===== src/rtl/blur_result_writer.sv =====
// rtl/blur_result_writer.sv - buffers blur results and issues addressed frame-buffer writes
// Counts one IMG_W*IMG_H frame and pulses o_frame_done when the last word has left.

module blur_result_fifo #(
  parameter int W     = 32,
  parameter int DEPTH = 8
) (
  input  logic         clk,
  input  logic         rst,
  input  logic         push,
  input  logic [W-1:0] push_data,
  input  logic         pop,
  output logic [W-1:0] head,
  output logic         empty,
  output logic         full
);
  localparam int PTR_W = $clog2(DEPTH);
  localparam int CNT_W = $clog2(DEPTH + 1);

  logic [W-1:0]     mem [DEPTH];
  logic [PTR_W-1:0] wr_ptr;
  logic [PTR_W-1:0] rd_ptr;
  logic [CNT_W-1:0] count;

  // Pointers wrap naturally because DEPTH is a power of two.
  always_ff @(posedge clk) begin
    if (rst) begin
      wr_ptr <= '0;
      rd_ptr <= '0;
      count  <= '0;
      for (int i = 0; i < DEPTH; i++) mem[i] <= '0;
    end else begin
      if (push) begin
        mem[wr_ptr] <= push_data;
        wr_ptr      <= wr_ptr + PTR_W'(1);
      end
      if (pop) rd_ptr <= rd_ptr + PTR_W'(1);
      if (push && !pop)      count <= count + CNT_W'(1);
      else if (pop && !push) count <= count - CNT_W'(1);
    end
  end

  assign head  = mem[rd_ptr];
  assign empty = (count == '0);
  assign full  = (count == CNT_W'(DEPTH));
endmodule

module blur_result_writer #(
  parameter int DATA_W     = 32,
  parameter int FIFO_DEPTH = 8,
  parameter int IMG_W      = 256,
  parameter int IMG_H      = 256,
  parameter int ADDR_W     = 32
) (
  input  logic              i_clk,
  input  logic              i_rst,
  input  logic              i_start,
  input  logic [ADDR_W-1:0] i_base_addr,
  input  logic              i_result_vld,
  input  logic [DATA_W-1:0] i_result_data,
  output logic              o_result_busy,
  output logic              o_wr_vld,
  output logic [ADDR_W-1:0] o_wr_addr,
  output logic [DATA_W-1:0] o_wr_data,
  input  logic              i_wr_busy,
  output logic              o_active,
  output logic              o_frame_done
);
  localparam int N     = IMG_W * IMG_H;
  localparam int CNT_W = $clog2(N + 1);
  localparam logic [CNT_W-1:0] N_C = CNT_W'(N);

  typedef enum logic [1:0] {IDLE, RUN, DRAIN, DONE} state_t;

  state_t            state;
  logic [ADDR_W-1:0] base;
  logic [CNT_W-1:0]  in_cnt;
  logic [CNT_W-1:0]  out_cnt;
  logic              frame_done;
  logic              fifo_empty;
  logic              fifo_full;
  logic              accept;
  logic              xfer;

  // Busy depends only on registered state so upstream never sees a vld->busy loop.
  assign o_result_busy = (state != RUN) || fifo_full;
  assign accept        = i_result_vld && !o_result_busy;
  assign o_wr_vld      = !fifo_empty && ((state == RUN) || (state == DRAIN));
  assign xfer          = o_wr_vld && !i_wr_busy;
  assign o_wr_addr     = base + ADDR_W'(out_cnt);
  assign o_active      = (state != IDLE);
  assign o_frame_done  = frame_done;

  blur_result_fifo #(.W(DATA_W), .DEPTH(FIFO_DEPTH)) u_fifo (
    .clk       (i_clk),
    .rst       (i_rst),
    .push      (accept),
    .push_data (i_result_data),
    .pop       (xfer),
    .head      (o_wr_data),
    .empty     (fifo_empty),
    .full      (fifo_full)
  );

  always_ff @(posedge i_clk) begin
    if (i_rst) begin
      state      <= IDLE;
      base       <= '0;
      in_cnt     <= '0;
      out_cnt    <= '0;
      frame_done <= 1'b0;
    end else begin
      if (xfer) out_cnt <= out_cnt + CNT_W'(1);
      case (state)
        IDLE: begin
          frame_done <= 1'b0;
          if (i_start) begin
            state   <= RUN;
            base    <= i_base_addr;
            in_cnt  <= '0;
            out_cnt <= '0;
          end
        end
        RUN: begin
          if (accept) begin
            in_cnt <= in_cnt + CNT_W'(1);
            if (in_cnt == N_C - CNT_W'(1)) state <= DRAIN;
          end
        end
        DRAIN: begin
          if (fifo_empty && (out_cnt == N_C)) begin
            state      <= DONE;
            frame_done <= 1'b1;
          end
        end
        default: begin
          state      <= IDLE;
          frame_done <= 1'b0;
        end
      endcase
    end
  end
endmodule

===== config.mk =====
export PLATFORM = sky130hd
export DESIGN_NAME = blur_result_writer
export DESIGN_NICKNAME = d
export VERILOG_FILES = /design/src/rtl/blur_result_writer.sv
export SDC_FILE = /design/constraint.sdc
export NUM_CORES = 1
export LEC_CHECK = 0
export ABC_AREA = 1
export BUFFER_PORTS_ARGS = -buffer_cell sky130_fd_sc_hd__buf_2
export CAP_MARGIN = 20
export CORE_MARGIN = 1.5
export CORE_UTILIZATION = 45
export DETAILED_ROUTE_END_ITERATION = 8
export GPL_TIMING_DRIVEN = 0
export PLACE_DENSITY_LB_ADDON = 0.15
export SKIP_LAST_GASP = 1
export SLEW_MARGIN = 20
export SYNTH_ARGS = -nofsm -noshare
export SYNTH_HDL_FRONTEND = slang
export SYNTH_SLANG_ARGS = --single-unit

===== constraint.sdc =====
create_clock -name i_clk -period 3.4 [get_ports i_clk]
set_clock_uncertainty 0.1 [all_clocks]
set_input_delay 0.68 -clock i_clk [delete_from_list [all_inputs] [get_ports i_clk]]
set_output_delay 0.68 -clock i_clk [all_outputs]
set_load 0.01 [all_outputs]

# Word-level counts from Yosys, hierarchy flattened
# Memory sizes are Yosys's and may differ from the RTL's. A register that Yosys moved wholly into a read port is not among the register bits.
# Cells that the tools add are included.
[totals] ff_bits=79 ramBits=256 in_bits=69 out_inout_bits=68 elab_cells=75 memories=1
[mem_list] memory="u_fifo.mem" depth=8 word_bits=32 rd=1 rd_clocked_by_memory_dff=1 write_ports=8 line_no="20" source="logic [W-1:0] mem [DEPTH];"
[classes] addsub=7 n_eq_ne=10 mux=25 bitwise_logic=1 n_reduce_logical=23
[ops] cell="17-bit 2-to-1 mux" n=5
[ops] cell="17-bit by 1-bit adder with 17-bit output, second input constant" n=2
[ops] cell="17-bit case mux with 2 select lines" n=1
[ops] cell="32-bit by 17-bit adder with 32-bit output" n=1
[ops] cell="32-bit 2-to-1 mux" n=1
[ops] cell="32-bit OR reduction" n=1
[ops] cell="17-bit by 16-bit == test with 1-bit output, second input constant" n=1
[ops] cell="17-bit == test, second input constant" n=1
[ops] cell="3-bit 2-to-1 mux" n=3
[ops] cell="2-bit 2-to-1 mux" n=4
[ops] cell="4-bit 2-to-1 mux" n=2
[ops] cell="2-bit by 1-bit != test with 1-bit output, second input constant" n=4
[ops] cell="1-bit 2-to-1 mux" n=7
[ops] cell="3-bit by 1-bit adder with 3-bit output, second input constant" n=2
[ops] cell="1-bit logical AND" n=6
[ops] cell="2-bit case mux with 3 select lines" n=1
[ops] cell="2-bit nonzero test" n=3
[ops] cell="1-bit logical NOT" n=5
[ops] cell="4-bit by 1-bit adder with 4-bit output, second input constant" n=1
[ops] cell="4-bit == test, second input constant" n=1
[ops] cell="4-bit logical NOT" n=1
[ops] cell="2-bit AND reduction" n=2
[ops] cell="4-bit AND reduction" n=1
[ops] cell="4-bit by 1-bit subtractor with 4-bit output, second input constant" n=1
[ops] cell="other kinds (8)" n=9

# Longest topological paths before layout
# Gate-level depths: netlist of run 1.
[depth] word_depth=9 depth_mapped=17 depth_no_buf=17

# Modules after synthesis
# A second synthesis of run 1 with hierarchy kept.
[hier_totals] hier_cells=2054 area_unflattened_um2=17189.0
[modules_own_cells] mod="blur_result_fifo" instances=1 cells_per_inst=1260 area_per_inst_um2=12250.5 seq_area_each_um2=7947.6
[modules_own_cells] mod="blur_result_writer" instances=1 cells_per_inst=794 area_per_inst_um2=4938.5 seq_area_each_um2=1381.3

# Worst setup path after synthesis of run 1
# No wires, ideal clock.
[synth_timing] kind="in2reg" startpoint="input i_rst" endpoint="memory u_fifo.mem[1][0], enable pin" setup_ns=0.389 t_arrival_ns=2.106 t_required_ns=2.911 setup_slack_ns=0.804 cell_stages=6 n_path_buf=1 cell_sequence="inv_1 nand2_1 nor2_1 nand2_1 buf_2 nand2_1"
[synth_lines] element="from (decl)" line_no="56" source="input logic i_rst,"
[synth_lines] element="to (decl)" line_no="20"

==> out/results.tsv, run 1 <==
stage	metric	value	unit
status	outcome	finished, final reports clean	
final_layout	most frequent cells in the layout	596 x nor2_1, 364 x nand2_1, 256 x edfxtp_1	
route	wire per inst	17.31	um
route	DR vias/cell	5.239	
critical_path	CP Data Arrival Time	2.48	ns
route	first-pass detailed-route iteration total	5	
global_route	gr ovfl total	0	
global_route	initial antenna violation count	1	
critical_path	worst endpoint required time	2.62	ns
route	antenna-violating nets left	0	
synth	Async SR Flop Fraction	0	
synth	Synth Instances	1941	
synth	Synth area leader	edfxtp_1	
floorplanning	DIE AREA	37970	um^2
global_route	vias in the first global route	13130	
timing	f_max	306.3	MHz
place	I/O Buffers	136	
timing	Max Slew Vio Count	0	
clocking	clk sinks	338	
place	Detail Placement HPWL	31830	um
clocking	Clock Latency Late Sink	0.52	ns
global_route	largest net degree at the start of global routing	21	
timing	Final setup viols	0	
route	Post-Route WL	45380	um
power_and_ir_drop	Max IR drop VDD	0.3125	mV
timing	Worst Tran Pin Value	0.7188	ns
run	Max Cap Viol	0	
synth	Synth Register Bits	338	
synth	synth warn	0	
floorplanning	Die X	194.9	um
synth	register area share after synthesis	0.5632	
power_and_ir_drop	Leak	0.008426	uW
clocking	setup bufs post-CTS	0	
min_path	min-delay worst type	primary input to flop	
clocking	CTS tree	done	
timing	Hold Slack	0.3170	ns
synth	Avg Cell Area, Syn	8.533	um^2
final_layout	commonest non-fill, non-tap cell in the layout	nor2_1	
clocking	CTS max path bufs	3	
timing	Final Critical Period	3.264	ns
synth	ranking of synthesized cells by area	edfxtp_1 46%, nor2_1 14%, dfxtp_1 9.9%	
clocking	H-Tree Depth	2	
synth	Yosys cell types	35	
synth	top-area cell type share of the netlist area	0.4641	
floorplanning	io pins	137	
floorplanning	row count	70	
synth	Post-synth EDFFs	256	
synth	Synthesized Nets	2042	
critical_path	CP Class	flop to primary output	
global_route	first-pass GRT wire length	70360	um
critical_path	crit path max fanout	10	
floorplanning	core area	36430	um^2
timing	Max-Slew Margin vs Limit	0.5208	
timing	post-route setup TNS	0	ns
clocking	root buffer cell	clkbuf_16	
final_layout	fraction of layout cells with a size suffix above 1	0.1222	
route	starting DRC count in detailed routing	1006	
synth	Synth Cell Area	16560	um^2
clocking	cts hold-fix bufs	0	
route	DRC viols	0	
floorplanning	Initial Util	0.4546	
final_layout	NumNets Final	2226	
timing	final hold vios	0	
timing	RSZ-0062 raised after global routing	no	
clocking	Worst-path clk slew	0.05	ns
critical_path	crit end category	primary output	
clocking	CTS Buf Count	38	
power_and_ir_drop	pwr dens	612.3	nW/um^2
place	global placer's final weighted congestion	0.8980	
floorplanning	Die Y	194.9	um
critical_path	startpoint types	flop	
clocking	PostCTS Resize Cnt	0	
final_layout	area grow syn2layout	16.11	%
route	Via Count	13730	
global_route	gr usage total	0.2375	
synth	dominant synthesized flop cell	edfxtp_1	
timing	Tcrit/Tclk final	0.9601	
==> routing by layer <==
layer | vias up | share of wire | track usage
met1 | 6457 | 0.44 | 0.3179
met3 | 75 | 0.064 | 0.03540
met5 | - | 0 | 0
met4 | 0 | 0.028 | 0.07637
met2 | 451 | 0.47 | 0.3972
li1 | 6748 | - | -
==> metrics by stage <==
| stage | setup WS (ns) | util | instances | power (uW) | instance area, um^2 |
|---|---|---|---|---|---|
| 2_1_floorplan | 0.8044 | - | 1941 | 6905 | 16560 |
| 3_3_place_gp | -0.4826 | 0.4894 | 2545 | 7926 | 17830 |
| 3_5_place_dp | 0.2761 | 0.4957 | 2553 | 7996 | 18060 |
| 4_1_cts | 0.03271 | 0.5275 | 2620 | 11820 | 19220 |
| 5_1_grt | 0.003346 | 0.5278 | 2620 | 12330 | 19230 |
| 6_report | 0.1356 | 0.5279 | 2621 | 11780 | 19230 |
==> power breakdown <==
group	switching, uW	internal, uW
Sequential	182	4750
Clock	1610	2250
Combinational	2000	993
Total	3790	7990
==> synthesized netlist by cell type (7+ instances only) <==
master    instances
nor2_1          596
nand2_1         373
edfxtp_1        256
inv_1           166
o21ai_0         116
dfxtp_1          82
o32ai_1          64
a21oi_1          45
buf_2            41
clkbuf_1         38
nand3_1          38
ha_1             30
xor2_1           20
nor3_1           16
nand4_1          14
buf_1             7
==> flip-flops by register name, summed over array words and instances (netlist names), named ones only <==
signal,cells
u_fifo.count,4
o_frame_done,1
base,32
u_fifo.wr_ptr,3
out_cnt,17
u_fifo.rd_ptr,3
in_cnt,17
u_fifo.mem,256
state,2
==> cell type report <==
| cell class | instances | area [um^2] |
|---|---|---|
| diodes | 1 | 2.502 |
| plain buffers | 89 | 402.9 |
| clock buffers | 55 | 1065 |
| clock inverters | 12 | 91.34 |
| fillers | 3396 | 17200 |
| inverters | 169 | 635.6 |
| multi-input cells | 1345 | 6227 |
| flip-flops and latches | 338 | 9329 |
| well taps | 468 | 585.6 |
| repair buffers | 144 | 893.4 |
==> worst max-delay path, stage by stage, from the launching register on <==
cell     delay [ns]
dfxtp_1        0.34
buf_4          0.20
inv_1          0.08
buf_2          0.23
buf_2          0.36
nor2_1         0.07
o32ai_1        0.25
nand2_1        0.13
nand2_1        0.15
buf_2          0.15
==> kinds of logic after synthesis <==
family                     synth area share
xor gates and xnor gates            0.01375
buffers and inverters               0.06232
AOI/OAI and AO/OA                   0.08649
DFF                                  0.5632
and+or+nand+nor                      0.2491
adders and majority gates           0.02508
==> path summary, 6_finish.rpt <==
check                    from           endpoint  slack [ns]  depth (start not counted)
max reg2reg          state[1]  u_fifo.mem[7][13]        0.54                          8
max                      flop       o_wr_data[2]        0.14                          9
min            i_base_addr[2]            base[2]        0.32                          3
min reg2reg  u_fifo.rd_ptr[2]               flop        0.37                          2
(Power assumes the default switching activity.)
==> run 2, diff against run 1 <==
--- a/config.mk
+++ b/config.mk
@@ -11,10 +11,8 @@
 export CORE_MARGIN = 1.5
 export CORE_UTILIZATION = 45
 export DETAILED_ROUTE_END_ITERATION = 8
-export GPL_TIMING_DRIVEN = 0
 export PLACE_DENSITY_LB_ADDON = 0.15
 export SKIP_LAST_GASP = 1
-export SLEW_MARGIN = 20
 export SYNTH_ARGS = -nofsm -noshare
 export SYNTH_HDL_FRONTEND = slang
 export SYNTH_SLANG_ARGS = --single-unit
==> constraint.sdc (replaced) <==
create_clock -name i_clk -period 3.4 [get_ports i_clk]
set_clock_uncertainty 0.1 [all_clocks]
set_input_delay 0.51 -clock i_clk [delete_from_list [all_inputs] [get_ports i_clk]]
set_output_delay 0.51 -clock i_clk [all_outputs]
set_load 0.01 [all_outputs]
==> run 2 against run 1 <==
Against the previous run: die area unchanged; first-iteration DRC count increased by 4.0%; sequential power is essentially flat; design area shrank 1.0%; via count decreased by 2.9%; worst setup slack improved by 0.15 ns; critical path depth increased by 4; register-to-register slack gained 0.34 ns; core utilization shrank 0.55 points; cell count down 2.4%; non-clock buffer count decreased by 62; combinational power decreased by 6.7%; largest cell class unchanged.
==> out/results.tsv, run 2 (synthesized netlist as in run 1, its figures left out) <==
stage	metric	value	unit
min_path	HP Start	i_base_addr[0]	
critical_path	crit-path cells	ha_1, fa_1, nand2_1, nand2_1, nand3_1, nand2_1, nand2_1, nand2_1, nand2_1, nand2_1, nand2_1, nand2_1, buf_2	
critical_path	CP bufs+invs	1	
timing	Tcrit/Tclk final	0.9168	
power_and_ir_drop	pwr dens	622.0	nW/um^2
timing	Max Slew Vio Count	0	
timing	Final setup viols	0	
timing	Max-Slew Margin vs Limit	0.5261	
global_route	first-pass GRT wire length	68840	um
place	I/O Buffers	136	
critical_path	Critical Path Start	out_cnt[0]	
floorplanning	Die X	194.9	um
critical_path	CP Class	flop to primary output	
critical_path	slowest stage delay, CP	0.41	ns
critical_path	worst endpoint required time	2.79	ns
critical_path	R2R Path Start	state[0]	
clocking	CTS tree	done	
final_layout	NumNets Final	2164	
global_route	largest net degree at the start of global routing	67	
final_layout	commonest non-fill, non-tap cell in the layout	nor2_1	
floorplanning	Initial Util	0.4546	
clocking	setup bufs post-CTS	0	
global_route	gr ovfl total	0	
critical_path	critical path's top delay family	simple AND/OR/NAND/NOR gates	
critical_path	CP max-delay cell	fa_1	
final_layout	Biggest register	u_fifo.mem	
route	starting DRC count in detailed routing	1046	
clocking	cts hold-fix bufs	0	
status	outcome	finished, final reports clean	
final_layout	fraction of layout cells with a size suffix above 1	0.1177	
min_path	min-delay worst type	primary input to flop	
timing	Worst Tran Pin Value	0.7109	ns
place	dpl ws	0.8131	ns
critical_path	crit end category	primary output	
floorplanning	io pins	137	
clocking	CTS Buf Count	38	
global_route	vias in the first global route	12910	
clocking	CTS max path bufs	3	
floorplanning	DIE AREA	37970	um^2
critical_path	startpoint types	flop	
run	Max Cap Viol	0	
final_layout	filler cell count	3452	
floorplanning	row count	70	
place	global placer's final weighted congestion	0.8864	
route	Via Count	13330	
critical_path	crit path max fanout	4	
clocking	Clock Latency Late Sink	0.54	ns
clocking	PostCTS Resize Cnt	0	
route	DRC viols	0	
power_and_ir_drop	Leak	0.008363	uW
timing	post-route setup TNS	0	ns
power_and_ir_drop	Total Power	11840	uW
clocking	root buffer cell	clkbuf_16	
global_route	initial antenna violation count	1	
power_and_ir_drop	Max IR drop VDD	0.4401	mV
place	placed cell area	17800	um^2
final_layout	Finished Cell Area	19030	um^2
final_layout	biggest regs	u_fifo.mem: 256 flops, base: 32 flops	
clocking	H-Tree Depth	2	
clocking	Worst-path clk slew	0.06	ns
clocking	clk sinks	338	
floorplanning	core area	36430	um^2
timing	Final Critical Period	3.117	ns
final_layout	most frequent cells in the layout	596 x nor2_1, 365 x nand2_1, 256 x edfxtp_1	
global_route	gr usage total	0.2309	
timing	final hold vios	0	
final_layout	max FFs per register	256	
floorplanning	Die Y	194.9	um
route	wire per inst	17.01	um
timing	RSZ-0062 raised after global routing	no	
route	first-pass detailed-route iteration total	5	
route	Post-Route WL	43530	um
route	antenna-violating nets left	0	
critical_path	CP Data Arrival Time	2.51	ns
place	Detail Placement HPWL	26840	um
timing	Final Worst Setup Slack	0.2829	ns
final_layout	area grow syn2layout	14.90	%
route	DR vias/cell	5.208	
timing	f_max	320.8	MHz
critical_path	crit-path most repeated cell	nand2_1	
==> run 2: cell types whose count changed in the layout (fill, tap and decap cells not counted), sizes merged <==
| cell | change |
|---|---|
| clkbuf | -43 |
| buf | -24 |
| bufinv | +3 |
| clkinv | +2 |
| clkinvlp | +1 |
| inv | -1 |
==> run 2: final cells by class <==
type	count	area, um^2	area share
Sequential cell	338	9336	0.4906
Multi-Input combinational cell	1345	6222	0.3269
Clock buffer	50	1036	0.05443
Timing Repair Buffer	171	1018	0.05351
Inverter	169	638.1	0.03353
Tap cell	468	585.6	0.03077
Clock inverter	17	192.7	0.01012
Antenna cell	1	2.502	0.0001315
==> run 2: report_power, final <==
part / switching (uW) / leakage (uW) / internal, uW
logic: 1850 / 0.00445 / 941
clock network: 1660 / 0.000601 / 2450
registers: 193 / 0.00332 / 4750
total: 3700 / 0.00836 / 8140
==> run 2: tightest hold or removal path: stages <==
cell and delay (ns):
buf_2 0.07, o21ai_0 0.07, nor2_1 0.07
==> run 2: final timing paths <==
check | slack [ns] | to | depth (start not counted)
hold / removal | 0.13 | base[0] | 3
setup reg to reg | 0.88 | u_fifo.count[3] | 16
setup / recovery | 0.28 | o_wr_addr[18] | 13
hold reg to reg | 0.36 | u_fifo.rd_ptr[2] | 2
==> run 2: per-stage QoR <==
step           std cells  hold WS (ns)    util
3_3_place_gp        2491        0.3517  0.4886
3_5_place_dp        2491        0.3546  0.4886
4_1_cts             2558        0.1058  0.5223
2_1_floorplan       1941        0.3334       -
5_1_grt             2558        0.1316  0.5223
6_report            2559        0.1309  0.5224
==> run 2: layer usage <==
| metal | wire [um] | part of all wire | vias up | GRT usage |
|---|---|---|---|---|
| met5 | 0 | 0 | - | 0 |
| met4 | 964 | 0.022 | 0 | 0.07120 |
| met3 | 2508 | 0.058 | 72 | 0.03488 |
| met2 | 20600 | 0.47 | 348 | 0.3904 |
| met1 | 19460 | 0.45 | 6295 | 0.3067 |
| li1 | - | - | 6613 | - |
==> run 3, diff against run 2 <==
--- a/config.mk
+++ b/config.mk
@@ -12,6 +12,7 @@
 export CORE_UTILIZATION = 45
 export DETAILED_ROUTE_END_ITERATION = 8
 export PLACE_DENSITY_LB_ADDON = 0.15
+export REMOVE_ABC_BUFFERS = 1
 export SKIP_LAST_GASP = 1
 export SYNTH_ARGS = -nofsm -noshare
 export SYNTH_HDL_FRONTEND = slang
==> run 3 against run 2 <==
Against the previous run: non-clock buffer count fell by 3; core utilization decreased by 0.26 points; first-iteration DRC count shrank 18%; sequential cell count stayed put; register-to-register slack worse by 0.08 ns; critical path type unchanged; critical path depth fell by 6; die area did not move; hold slack improved by 0.0096 ns; maximum frequency increased by 1.7%; sequential power is essentially flat; global-route usage fell by 0.85 points.
==> out/results.tsv, run 3 (synthesized netlist as in run 1, its figures left out) <==
stage	metric	value	unit
global_route	gr usage total	0.2225	
timing	Hold Slack	0.1405	ns
power_and_ir_drop	Gate power share	0.235	
global_route	first-pass GRT wire length	67250	um
clocking	root buffer cell	clkbuf_16	
global_route	largest net degree at the start of global routing	56	
route	Post-Route WL	42140	um
clocking	CTS max path bufs	3	
power_and_ir_drop	Max IR drop VDD	0.6770	mV
critical_path	critical path's top delay family	buffers and inverters	
power_and_ir_drop	Net Sw Power	3617	uW
final_layout	fraction of layout cells with a size suffix above 1	0.1092	
status	outcome	finished, final reports clean	
power_and_ir_drop	cell-internal power	8046	uW
final_layout	Biggest register	u_fifo.mem	
final_layout	biggest regs	u_fifo.mem: 256 flops, base: 32 flops	
place	global placer's final weighted congestion	0.8836	
final_layout	Non-Filler Instances	2556	
critical_path	crit path max fanout	28	
floorplanning	Die X	194.9	um
floorplanning	DIE AREA	37970	um^2
clocking	CTS tree	done	
final_layout	NumNets Final	2162	
global_route	vias in the first global route	13010	
route	Via Count	13350	
timing	Final Critical Period	3.064	ns
floorplanning	Initial Util	0.4546	
critical_path	CP max-delay cell	dfxtp_4	
final_layout	Finished Cell Area	18940	um^2
timing	Tcrit/Tclk final	0.9012	
final_layout	commonest non-fill, non-tap cell in the layout	nor2_1	
clocking	H-Tree Depth	2	
timing	Max Slew Vio Count	0	
global_route	initial antenna violation count	1	
route	DR vias/cell	5.224	
run	Max Cap Viol	0	
critical_path	crit-path most repeated cell	nand2_1	
floorplanning	core area	36430	um^2
clocking	CTS Buf Count	39	
power_and_ir_drop	pwr dens	615.9	nW/um^2
critical_path	crit end category	primary output	
clocking	Clock Latency Late Sink	0.53	ns
critical_path	CP Class	flop to primary output	
critical_path	crit-path cells	clkinv_2, buf_4, nor2_1, o32ai_1, nand2_1, nand2_1, buf_2	
clocking	setup bufs post-CTS	0	
clocking	clk sinks	338	
floorplanning	Die Y	194.9	um
route	antenna-violating nets left	0	
clocking	PostCTS Resize Cnt	0	
place	I/O Buffers	136	
critical_path	CP Data Arrival Time	2.45	ns
route	DRC viols	0	
critical_path	worst endpoint required time	2.79	ns
power_and_ir_drop	switching share of power	0.3101	
critical_path	CP bufs+invs	3	
global_route	gr ovfl total	0	
timing	Max-Slew Margin vs Limit	0.5812	
min_path	min-delay worst type	primary input to flop	
floorplanning	row count	70	
critical_path	startpoint types	flop	
place	placed cell area	17740	um^2
clocking	cts hold-fix bufs	0	
timing	Worst Tran Pin Value	0.6283	ns
power_and_ir_drop	Total Power	11660	uW
final_layout	area grow syn2layout	14.32	%
place	total placed cells including tap cells	2488	
timing	Final setup viols	0	
power_and_ir_drop	Reg power frac	0.426	
power_and_ir_drop	Clk network pwr share	0.340	
floorplanning	io pins	137	
power_and_ir_drop	Leak	0.008322	uW
clocking	Worst-path clk slew	0.05	ns
place	Detail Placement HPWL	25340	um
route	starting DRC count in detailed routing	854	
final_layout	filler cell count	3498	
timing	RSZ-0062 raised after global routing	no	
route	first-pass detailed-route iteration total	5	
final_layout	max FFs per register	256	
final_layout	most frequent cells in the layout	596 x nor2_1, 373 x nand2_1, 256 x edfxtp_1	
timing	final hold vios	0	
route	wire per inst	16.49	um
timing	f_max	326.4	MHz
critical_path	slowest stage delay, CP	0.52	ns
## run 3: path summary, 6_finish.rpt
check,startpoint,endpoint,slack (ns),cells past startpoint
hold / removal,i_base_addr[6],base[6],0.14,3
setup / recovery,flop,o_wr_data[4],0.34,7
setup reg to reg,state[0],u_fifo.count[3],0.80,15
hold reg to reg,u_fifo.rd_ptr[2],flop,0.36,2
## run 3: layout make-up
cell class / count / area, um^2 / share of cell area
flip-flops and latches: 338 / 9336 / 0.4931
multi-input cells: 1345 / 6202 / 0.3275
clock buffers: 52 / 1025 / 0.05412
repair buffers: 168 / 983.4 / 0.05194
inverters: 169 / 636.9 / 0.03363
well taps: 468 / 585.6 / 0.03092
clock inverters: 15 / 163.9 / 0.008656
diodes: 1 / 2.502 / 0.0001322
## run 3: worst register-to-register path, stage by stage, from the launching register on
cell and delay (ns):
dfxtp_1 0.40, inv_1 0.09, ha_1 0.31, nand3b_1 0.09
buf_4 0.21, ha_1 0.20, inv_1 0.09, ha_1 0.28
nand2_1 0.07, inv_1 0.03, o21ai_0 0.20, nand2_1 0.07
nand2_1 0.06, nand3b_1 0.11, nor2_1 0.12, nor2_1 0.05
## run 3: routing by layer
| layer | track usage | vias to the layer above | wire length, um |
|---|---|---|---|
| met2 | 0.3921 | 316 | 20730 |
| met3 | 0.03227 | 57 | 2155 |
| met5 | 0 | - | 0 |
| met4 | 0.05426 | 0 | 739 |
| li1 | - | 6615 | - |
| met1 | 0.2882 | 6364 | 18520 |
## run 3: per-stage QoR
step | setup WS, ns | utilization | TNS [ns]
global route | 0.1495 | 0.5196 | 0
floorplan | -2.108 | - | -67.47
CTS | 0.2597 | 0.5196 | 0
global placement | 0.8603 | 0.4870 | 0
detailed placement | 0.8409 | 0.4870 | 0
finish | 0.3359 | 0.5197 | 0
## run 3: power by group through the flow
stage / clock network [uW] / registers (uW) / logic (uW)
6_report: 3960 / 4960 / 2740
4_1_cts: 4050 / 4960 / 2780
3_5_place_dp: 0 / 5050 / 2760
5_1_grt: 4210 / 5000 / 3100
2_1_floorplan: 0 / 5050 / 1790
3_3_place_gp: 0 / 5040 / 2710
